## src/rtl/fetch_seq.sv

```systemverilog
// fetch_seq: byte-serial Y86-64 instruction fetch sequencer.
// Owns the PC and reads one instruction byte per memory handshake.
// It assembles icode/ifun/rA/rB/valC/valP, presents the result to decode,
// and handles redirects, halt, invalid opcodes and memory faults.
module fetch_seq #(
  parameter int                  DATA_WID = 64,
  parameter logic [DATA_WID-1:0] RESET_PC = '0
) (
  input  logic                clk,
  input  logic                rst,
  // instruction memory port
  output logic                mem_req,
  output logic [DATA_WID-1:0] mem_addr,
  input  logic                mem_ack,
  input  logic [7:0]          mem_rdata,
  input  logic                mem_err,
  // redirect from later stages
  input  logic                pc_load,
  input  logic [DATA_WID-1:0] pc_new,
  // decoded instruction towards decode
  output logic [3:0]          icode,
  output logic [3:0]          ifun,
  output logic [3:0]          rA,
  output logic [3:0]          rB,
  output logic [DATA_WID-1:0] valC,
  output logic [DATA_WID-1:0] valP,
  output logic [DATA_WID-1:0] pc_out,
  output logic                instr_valid,
  input  logic                instr_ready,
  output logic                instr_bad,
  output logic                imem_error,
  output logic                halted
);

  localparam logic [2:0] S_FETCH_OP  = 3'd0;
  localparam logic [2:0] S_FETCH_REG = 3'd1;
  localparam logic [2:0] S_FETCH_C   = 3'd2;
  localparam logic [2:0] S_PRESENT   = 3'd3;
  localparam logic [2:0] S_HALTED    = 3'd4;

  // Instruction classes that carry a register-specifier byte.
  function automatic logic dec_need_regids(input logic [3:0] ic);
    case (ic)
      4'h2, 4'h3, 4'h4, 4'h5, 4'h6, 4'hA, 4'hB: dec_need_regids = 1'b1;
      default:                                  dec_need_regids = 1'b0;
    endcase
  endfunction

  // Instruction classes that carry an 8-byte constant.
  function automatic logic dec_need_valc(input logic [3:0] ic);
    case (ic)
      4'h3, 4'h4, 4'h5, 4'h7, 4'h8: dec_need_valc = 1'b1;
      default:                      dec_need_valc = 1'b0;
    endcase
  endfunction

  logic [2:0]          state;
  logic [DATA_WID-1:0] pc;
  logic [2:0]          cnt;          // valC byte index k
  logic                need_regids;
  logic                need_valc;
  logic [3:0]          icode_r, ifun_r, ra_r, rb_r;
  logic [DATA_WID-1:0] valc_r, valp_r, pc_out_r;
  logic                bad_r, err_r;

  // Opcode decode of the byte currently on the bus (used only in FETCH_OP).
  logic [3:0]          op_icode;
  logic                op_nr, op_nc;
  logic [DATA_WID-1:0] op_valp;

  // Decode the opcode byte and precompute the sequential successor.
  always_comb begin
    op_icode = mem_rdata[7:4];
    op_nr    = dec_need_regids(op_icode);
    op_nc    = dec_need_valc(op_icode);
    op_valp  = pc + DATA_WID'(1) + DATA_WID'(op_nr) + (op_nc ? DATA_WID'(8) : DATA_WID'(0));
  end

  // Memory request and address: only the three fetch states talk to memory.
  // The address is a pure function of registered state, so it holds steady
  // through wait states.
  always_comb begin
    mem_req  = 1'b0;
    mem_addr = pc;
    case (state)
      S_FETCH_OP: begin
        mem_req  = 1'b1;
        mem_addr = pc;
      end
      S_FETCH_REG: begin
        mem_req  = 1'b1;
        mem_addr = pc + DATA_WID'(1);
      end
      S_FETCH_C: begin
        mem_req  = 1'b1;
        mem_addr = pc + DATA_WID'(1) + DATA_WID'(need_regids) + DATA_WID'(cnt);
      end
      default: begin
        mem_req  = 1'b0;
        mem_addr = pc;
      end
    endcase
  end

  // Sequencer state, PC and captured instruction fields.
  always_ff @(posedge clk) begin
    if (rst) begin
      state       <= S_FETCH_OP;
      pc          <= RESET_PC;
      cnt         <= '0;
      need_regids <= 1'b0;
      need_valc   <= 1'b0;
      icode_r     <= '0;
      ifun_r      <= '0;
      ra_r        <= '0;
      rb_r        <= '0;
      valc_r      <= '0;
      valp_r      <= '0;
      pc_out_r    <= '0;
      bad_r       <= 1'b0;
      err_r       <= 1'b0;
    end else if (pc_load) begin
      // Redirect wins over any ack or decode handshake in the same cycle.
      state <= S_FETCH_OP;
      pc    <= pc_new;
      cnt   <= '0;
      bad_r <= 1'b0;
      err_r <= 1'b0;
    end else begin
      case (state)
        S_FETCH_OP: begin
          if (mem_ack) begin
            // Unfetched fields read as "no register" / zero constant.
            ra_r     <= 4'hF;
            rb_r     <= 4'hF;
            valc_r   <= '0;
            pc_out_r <= pc;
            cnt      <= '0;
            if (mem_err) begin
              // Faulted opcode byte: nothing trustworthy was read.
              icode_r     <= '0;
              ifun_r      <= '0;
              need_regids <= 1'b0;
              need_valc   <= 1'b0;
              valp_r      <= pc + DATA_WID'(1);
              bad_r       <= 1'b0;
              err_r       <= 1'b1;
              state       <= S_PRESENT;
            end else begin
              icode_r     <= op_icode;
              ifun_r      <= mem_rdata[3:0];
              need_regids <= op_nr;
              need_valc   <= op_nc;
              valp_r      <= op_valp;
              bad_r       <= (op_icode > 4'hB);
              err_r       <= 1'b0;
              if (op_nr)      state <= S_FETCH_REG;
              else if (op_nc) state <= S_FETCH_C;
              else            state <= S_PRESENT;
            end
          end
        end
        S_FETCH_REG: begin
          if (mem_ack) begin
            if (mem_err) begin
              err_r <= 1'b1;
              state <= S_PRESENT;
            end else begin
              ra_r  <= mem_rdata[7:4];
              rb_r  <= mem_rdata[3:0];
              state <= need_valc ? S_FETCH_C : S_PRESENT;
            end
          end
        end
        S_FETCH_C: begin
          if (mem_ack) begin
            if (mem_err) begin
              err_r <= 1'b1;
              state <= S_PRESENT;
            end else begin
              // Little-endian: byte k lands in valC[8k+7:8k].
              valc_r[{cnt, 3'b000} +: 8] <= mem_rdata;
              cnt <= cnt + 3'd1;
              if (cnt == 3'd7) state <= S_PRESENT;
            end
          end
        end
        S_PRESENT: begin
          if (instr_ready) begin
            if (icode_r == 4'h0 || bad_r || err_r) begin
              state <= S_HALTED;
            end else begin
              pc    <= valp_r;
              state <= S_FETCH_OP;
            end
          end
        end
        S_HALTED: begin
          // Only a redirect (handled above) leaves this state.
          state <= S_HALTED;
        end
        default: begin
          state <= S_FETCH_OP;
        end
      endcase
    end
  end

  assign icode       = icode_r;
  assign ifun        = ifun_r;
  assign rA          = ra_r;
  assign rB          = rb_r;
  assign valC        = valc_r;
  assign valP        = valp_r;
  assign pc_out      = pc_out_r;
  assign instr_bad   = bad_r;
  assign imem_error  = err_r;
  assign instr_valid = (state == S_PRESENT);
  assign halted      = (state == S_HALTED);

endmodule

```

## config.mk

```make
export PLATFORM = sky130hd
export DESIGN_NAME = fetch_seq
export DESIGN_NICKNAME = d
export VERILOG_FILES = /design/src/rtl/fetch_seq.sv
export SDC_FILE = /design/constraint.sdc
export NUM_CORES = 1
export LEC_CHECK = 0
export CORE_MARGIN = 5
export CORE_UTILIZATION = 50
export CTS_CLUSTER_DIAMETER = 40
export DETAILED_ROUTE_END_ITERATION = 10
export GPL_TIMING_DRIVEN = 0
export PLACE_DENSITY_LB_ADDON = 0.25
export SLEW_MARGIN = 20
export SYNTH_ARGS = -nofsm -noshare
export SYNTH_HDL_FRONTEND = slang
export SYNTH_SLANG_ARGS = --single-unit
export TNS_END_PERCENT = 5
```

## constraint.sdc

```tcl
create_clock -name clk -period 7.05 [get_ports clk]
set_input_delay 1.41 -clock clk [delete_from_list [all_inputs] [get_ports clk]]
set_output_delay 1.41 -clock clk [all_outputs]
set_load 0.01 [all_outputs]
```

Word-level counts from Yosys, hierarchy flattened
Index checks and enable logic that the tools add are counted.

Flip-flop bits (word level): 282. Input port bits: 78. Output and inout port bits: 277. Word-level logic and storage cells: 120.

$add $sub $neg: 7. $lt $le $gt $ge: 1. Equality and inequality tests: 24. Shifts and indexed selects: 2. Muxes and demuxes: 49. Bitwise logic cells: 1. Reductions and logical operators: 22.

Operator list (count): $mux W64 (8); $pmux W64 S2 (2); $add A64 B1 Y64 (2); $add A64 B1 Y64 const B (1); $add A64 B3 Y64 (1); $add A64 B4 Y64 (1); $bwmux W64 (1); $shift A8 B8 Y64 const A (1); $shiftx A8 B8 Y64 (1); $mux W4 (8); $mux W3 (10); $eq A4 B3 Y1 const B (4); $pmux W4 S2 (2); $pmux W3 S5 (1); $reduce_and A5 Y1 (3); $mux W1 (13); $eq A4 B4 Y1 const B (3); $ne A2 B2 Y1 const B (6); $reduce_bool A2 Y1 (5); $eq A4 B2 Y1 const B (2); $neg A6 Y8 (1); $reduce_and A4 Y1 (2); $reduce_or A7 Y1 (1); $eq A3 B2 Y1 const B (2); other kinds (18) (25).

Logic depth before layout (Yosys ltp)
Gate-level depths: netlist (run 1).

Depth after elaboration: 8. Depth in mapped cells: 16. Gate-level depth less buffers: 14.

Worst setup path before layout (run 1)
OpenSTA, ideal clock, no wires.

Path kind: reg2out. Start: register cnt[0]. End: output mem_addr[32]. Data arrival time: 4.453 ns. Required time: 5.640 ns. Path slack: 1.187 ns. Stages on the path, launching flop included: 14. Buffers on the path: 0. Cell sequence: dfxtp_1 inv_1 fa_1 fa_1 inv_1 a21oi_1 a2111oi_1 nor4b_1 or4b_1 nor4_2 nand3_1 nor4_1 xor2_1 o221ai_1.

Longest elaborated chain between the ends: 2.

Ends and longest elaborated chain: start, declared (RTL line 59) `logic [2:0] cnt;`; start signal, assigned (RTL line 183) `cnt <= cnt + 3'd1;`; $add A64 B3 Y64 (RTL line 96) `mem_addr = pc + DATA_WID'(1) + DATA_WID'(need_regids) + DATA_WID'(cnt);`; $pmux W64 S2 (RTL line 85) `case (state)`; end, declared (RTL line 13) `output logic [DATA_WID-1:0] mem_addr,`.

No other way between the ends.

Final worst setup path (run 1)
Start: register pc[20]. End: output mem_addr[49].

Longest elaborated chain between the ends: 4.

Ends and longest elaborated chain: start, declared (RTL line 58) `logic [DATA_WID-1:0] pc;`; start signal, assigned (RTL line 125) `pc <= pc_new;`; start signal, assigned (RTL line 193) `pc <= valp_r;`; $add A64 B1 Y64 * (RTL line 92, 96); $add A64 B1 Y64 (RTL line 96); $add A64 B3 Y64 (RTL line 96); $pmux W64 S2 * (RTL line 85).

Every way passes the cells marked *; elsewhere a longest branch is shown, timed or not.

==> results of run 1 <==
## stage by stage
| step | setup TNS (ns) | cell area (sq um) | power (mW) |
|---|---|---|---|
| after floorplan | 0 | 16900 | 2.12 |
| after global placement | -19.21 | 20900 | 2.48 |
| after detailed placement | -10.70 | 21000 | 2.50 |
| after CTS | -0.0322 | 22800 | 4.59 |
| after global routing | -1.35 | 23000 | 4.74 |
| final | -0.291 | 23000 | 4.63 |
## metal layers
layer  vias to the layer above  routed length [microns]  global-route usage
li1                       8852                        -                   -
met1                      9641                    30600               0.504
met2                      1452                    36400               0.651
met3                       349                     9280               0.112
met4                         0                     5440               0.226
met5                         -                        0                   0
## cell type report
cell class,count,area (sq um),area share
diodes,1,2.50,0.000109
plain buffers,196,808,0.0352
clock buffers,52,1160,0.0504
clock inverters,19,256,0.0112
inverters,26,97.6,0.00425
multi-input cells,1720,10800,0.468
flip-flops and latches,282,5650,0.246
well taps,448,561,0.0244
repair buffers,372,3680,0.160
## state kept, by name, summed over array words and instances (netlist names)
name and cells:
cnt 3, icode 4, ifun 4, imem_error 1, instr_bad 1, need_regids 1
need_valc 1, pc 64, pc_out 64, rA 4, rB 4, state 3
valC 64, valP 64
## report_power, final
| group | internal, mW | leakage (nW) | switching [mW] |
|---|---|---|---|
| clock | 1.32 | 0.695 | 0.797 |
| combinational | 0.305 | 4.80 | 0.502 |
| sequential | 1.65 | 2.30 | 0.0548 |
| total | 3.27 | 7.79 | 1.35 |
## worst max-delay path by stage
stage	end	cells past startpoint	from
floorplan	mem_addr[32]	13	cnt[0]
global route	mem_addr[57]	14	pc[15]
detailed placement	mem_addr[40]	14	cnt[0]
CTS	mem_addr[63]	14	pc[10]
finish	mem_addr[49]	14	pc[20]
global placement	mem_addr[40]	14	cnt[0]
## repair_timing
item,in CTS,in global routing
endpoints found under the setup margin,38,29
resized for setup,57,34
pin swaps,9,5
setup buffers,16,4
## critical path, cell delays in order (launching register included)
cell,delay (ns)
dfxtp_1,0.30
buf_2,0.23
nand3_1,0.18
or4_1,0.63
clkbuf_1,0.19
nor4_1,0.48
xnor2_2,0.28
or4_4,0.65
or4b_1,0.47
clkbuf_2,0.19
or4_1,0.54
nor2_1,0.15
xor2_1,0.08
a21oi_1,0.25
clkdlybuf4s50_1,0.60
## kinds of logic after synthesis
| kind of cell | count (synthesis) | synth area share |
|---|---|---|
| AND/OR/NAND/NOR | 992 | 0.289 |
| AO/OA/AOI/OAI | 495 | 0.191 |
| flip-flops | 282 | 0.335 |
| buffers and inverters | 232 | 0.0547 |
| XOR/XNOR | 150 | 0.0779 |
| multiplexers | 69 | 0.0410 |
| adder cells (fa/ha/maj) | 14 | 0.0113 |
## cells in the final DEF (no fill, tap or decap), types with 16 or more instances in the layout
cell type and n:
a22oi_1 76, nor3_1 52, nor2_1 253, o221ai_1 23, dfxtp_1 276, clkbuf_16 41
and3_1 27, or3_1 30, a21oi_1 181, nand4_1 49, xnor2_1 84, nor4_1 29
o21ai_0 38, clkbuf_1 150, mux2i_1 68, or4_1 23, o22ai_1 22, nand3_1 64
nand3b_1 29, nor4_2 16, nand2_1 314, a211oi_1 71, clkdlybuf4s50_1 346, xor2_1 53
inv_1 25, buf_4 28
==> results_dict.tcl, run 1 <==
set metrics [dict create \
    synth_area_sq_um 16900 \
    grt_start_max_net_pins 13 \
    hold_viol 0 \
    failed_checks "negative setup slack" \
    finish.net_count 2730 \
    drcViolationCount 0 \
    fin_crit_sh 1.02 \
    wire_per_inst_microns 26.2 \
    required_ns 5.64 \
    grt_first_pass_wirelength_microns 121000 \
    grt-ovfl-total 0 \
    setup_viol 4 \
    drv_cap 0 \
    portBuffers 348 \
    powerDensity_nw_per_um2 201 \
    pre_cts_ws_ns -0.866 \
    place_inst 3034 \
    slew_viol_final 0 \
    synth_top_area_frac 0.335 \
    antenna_found_initial 1 \
    yosysMostFrequentCell "nand2_1" \
    clkTransAtPathRegs_ns 0.05 \
    dieArea_sq_um 37500 \
    yosysSeqAreaShare 0.335 \
    numClockSinks 282 \
    grt_pass1_vias 19523 \
    rr_worst_depth 16 \
    cts_tree "yes" \
    worstReg2RegEnd "valP[36]" \
    min_from "pc_out[13]" \
    vias_per_cell 6.51 \
    synth_nets 2326 \
    min_to "pc_out[13]" \
    cts_made_buffers 40 \
    fill_cells 2684 \
    syn2layout_area_growth_pct 36.2 \
    leakage_nw 7.79 \
    outcome "finished with violations" \
    cp_max_fo 9 \
    die_h_microns 194 \
    worstSkewPairLatency_ns 0.55 \
    clock.fmax_mhz 139 \
    hpwl_microns 61700 \
    ys_top_cells_by_count "316 x nand2_1, 282 x dfxtp_1, 256 x nor2_1" \
    dr.pass1.iters 6 \
    hold_class "flip-flop to flip-flop" \
    core_sq_um 33400 \
    syn_inst 2234 \
    ctsHoldBuffers 0 \
    std_cell_rows 67 \
    synth_edf_count 0 \
    die_w_microns 194 \
    yosys.area.top_type "dfxtp_1" \
    ir_worst_vdd_mv 0.263 \
    r2r-start "pc[0]" \
    critical_path_class "flip-flop to output pin" \
    crit_arrival_ns 5.77 \
    fin_util 0.687 \
    rsz0062_at_grt "true" \
    synth_warnings 0 \
    min_period_ns 7.18 \
    holdPathStages 2 \
    clockBufferDepth 3 \
    worst_slew_pin_slew_ns 1.26 \
    startpoint_type "flip-flop" \
    ys_ff_latch 282 \
    setup_slack_ns -0.134 \
    synth.avg_cell_area_sq_um 7.55 \
    rrSetupSlack_ns 1.04 \
    final-instance-count-excl-fill 3116 \
    finalWeightedCongestion 1.08 \
    whs_ns 0.454 \
    cts-root-buf "clkbuf_16" \
    ys_async_sr_fraction 0 \
    maxSlewHeadroom 0.160 \
    routed_wl_microns 81700 \
    drt_iter0_drc 2539 \
    vias 20294 \
    synth_top_cells_by_area "dfxtp_1 33%, nand2_1 7.0%, nor2_1 5.7%, a21oi_1 5.4%, xnor2_1 4.9%" \
    ant_nets 0 \
    synth_cell_types 76 \
    fin_skew_ns 0.0283 \
    start_util 0.504 \
    synthFlopType "dfxtp_1" \
    crit_path_end_kind "output pin" \
    drive_above_1_share 0.0829 \
    io_pins 355 \
    htreeDepth 2 \
    track_usage 0.409 \
]
Power figures use the tool's default switching activity.
==> run 2, diff against run 1 <==
--- a/config.mk
+++ b/config.mk
@@ -11,6 +11,7 @@
 export DETAILED_ROUTE_END_ITERATION = 10
 export GPL_TIMING_DRIVEN = 0
 export PLACE_DENSITY_LB_ADDON = 0.25
+export SKIP_CTS_REPAIR_TIMING = 1
 export SLEW_MARGIN = 20
 export SYNTH_ARGS = -nofsm -noshare
 export SYNTH_HDL_FRONTEND = slang
==> constraint.sdc (replaced) <==
create_clock -name clk -period 7.05 [get_ports clk]
set_input_delay 1.0575 -clock clk [delete_from_list [all_inputs] [get_ports clk]]
set_output_delay 1.0575 -clock clk [all_outputs]
set_load 0.01 [all_outputs]
==> results_dict.tcl, run 2 (same netlist as run 1, synthesis figures left out) <==
set metrics [dict create \
    outcome "finished, final reports clean" \
    clockBufferDepth 3 \
    critical_path_class "flip-flop to output pin" \
    rr_worst_depth 16 \
    crit_arrival_ns 5.94 \
    maxSlewHeadroom 0.0839 \
    p_seq_frac 0.367 \
    clock.fmax_mhz 143 \
    leakage_nw 7.71 \
    hold_viol 0 \
    min_from "pc_out[30]" \
    die_h_microns 194 \
    p_switching_mw 1.35 \
    worst_slew_pin_slew_ns 1.37 \
    grt-ovfl-total 0 \
    power_frac_clock 0.459 \
    drt_iter0_drc 2489 \
    start_util 0.504 \
    r2r-start "pc[0]" \
    routed_wl_microns 81400 \
    hold_class "flip-flop to flip-flop" \
    startpoint_type "flip-flop" \
    cts_made_buffers 40 \
    ir_worst_vdd_mv 0.262 \
    worstSkewPairLatency_ns 0.55 \
    p_comb_frac 0.174 \
    crit_path_end_kind "output pin" \
    wire_per_inst_microns 26.1 \
    portBuffers 348 \
    min_to "pc_out[30]" \
    rrSetupSlack_ns 0.97 \
    track_usage 0.406 \
    drv_cap 0 \
    finish.net_count 2734 \
    tns_ns 0 \
    grt_first_pass_wirelength_microns 120000 \
    fin_area_sq_um 22900 \
    core_sq_um 33400 \
    most-common-layout-cells "348 x clkdlybuf4s50_1, 314 x nand2_1, 282 x dfxtp_1, 254 x nor2_1, 181 x a21oi_1" \
    antenna_found_initial 0 \
    rsz0062_at_grt "true" \
    crit_chain "buf_2 > nand4_1 > or4_1 > clkbuf_1 > clkbuf_2 > nor3_1 > xnor2_1 > or2_1 > or4b_1 > or4_1 > clkbuf_1 > nor2_1 > xor2_1 > a31oi_2 > clkdlybuf4s50_1" \
    numClockSinks 282 \
    worstReg2RegEnd "valP[36]" \
    post_dp_cell_area_sq_um 21000 \
    cts-root-buf "clkbuf_16" \
    crit_slowest_cell "or4_1" \
    grt_start_max_net_pins 13 \
    htreeDepth 2 \
    final_common_cell "clkdlybuf4s50_1" \
    critPathMaxStageDelay_ns 0.66 \
    drive_above_1_share 0.0719 \
    finalWeightedCongestion 1.08 \
    fill_cells 2705 \
    ant_nets 0 \
    grt_pass1_vias 19339 \
    vias_per_cell 6.48 \
    min_period_ns 6.99 \
    slew_viol_final 0 \
    drcViolationCount 0 \
    syn2layout_area_growth_pct 35.6 \
    fin_skew_ns 0.0327 \
    required_ns 5.99 \
    p_int_mw 3.27 \
    vias 20208 \
    clkTransAtPathRegs_ns 0.05 \
    dieArea_sq_um 37500 \
    io_pins 355 \
    holdPathStages 2 \
    cp_max_fo 10 \
    fin_crit_sh 0.992 \
    dr.pass1.iters 6 \
    hpwl_microns 61700 \
    setup_viol 0 \
    sw_frac_of_total 0.293 \
    std_cell_rows 67 \
    cts_tree "yes" \
    die_w_microns 194 \
    powerDensity_nw_per_um2 202 \
]
run 2: changes by cell type in the layout (fill, tap and decap cells not counted), moves of 3 or more:
cell      before  now
clkbuf_1     150  160
clkbuf_2      11    6
dfxtp_1      276  282
dfxtp_2        6    0
nor3_1        52   55
nor3_2         7    4
nor4_1        29   33
nor4_2        16   12
xnor2_1       84   88
xnor2_2       10    6
run 2: power groups by stage:
stage               sequential [mW]  clock [mW]  combinational (mW)
floorplan                      1.72           0               0.401
global placement               1.72           0               0.764
detailed placement             1.72           0               0.778
CTS                            1.69        2.11               0.784
global route                   1.70        2.19               0.844
finish                         1.70        2.12               0.805
run 2: area by class of cell:
| class | count | area (sq um) | area share |
|---|---|---|---|
| clock buffer | 52 | 1160 | 0.0506 |
| inverter | 26 | 97.6 | 0.00427 |
| tap | 448 | 561 | 0.0245 |
| timing repair buffer | 373 | 3670 | 0.161 |
| antenna | 1 | 2.50 | 0.000109 |
| clock inverter | 19 | 256 | 0.0112 |
| multi-input combinational | 1720 | 10700 | 0.466 |
| sequential | 282 | 5650 | 0.247 |
| buffer | 199 | 806 | 0.0353 |
run 2: critical path, delay by kind of cell, from the launching register on:
family	cells	cell delay, ns
flip-flops	1	0.30
XOR/XNOR	2	0.33
buffers and inverters	5	1.59
AO/OA/AOI/OAI	1	0.32
AND/OR/NAND/NOR	7	2.84
run 2: worst max path at each step:
stage                     startpoint            to  slack, ns  depth (start not counted)
after global routing          cnt[0]  mem_addr[32]      -0.06                         15
final                         pc[16]  mem_addr[41]       0.06                         15
after detailed placement      cnt[0]  mem_addr[40]      -0.51                         14
after floorplan               cnt[0]  mem_addr[32]       1.54                         13
after CTS                     cnt[0]  mem_addr[40]      -1.10                         14
after global placement        cnt[0]  mem_addr[40]      -0.92                         14
run 2: routing by layer:
metal,track usage,part of all wire
met4,0.216,0.065
met3,0.110,0.11
met1,0.504,0.38
met2,0.646,0.44
met5,0,0
run 2: metrics by stage:
step | util | total power [mW] | worst slack [ns] | hold slack, ns | instances
floorplan | - | 2.12 | 1.54 | 0.436 | 2234
global placement | 0.625 | 2.48 | -0.918 | 0.443 | 3030
detailed placement | 0.628 | 2.50 | -0.514 | 0.446 | 3034
CTS | 0.670 | 4.58 | -1.10 | 0.453 | 3105
global route | 0.683 | 4.73 | -0.0554 | 0.470 | 3119
finish | 0.683 | 4.62 | 0.0560 | 0.453 | 3120
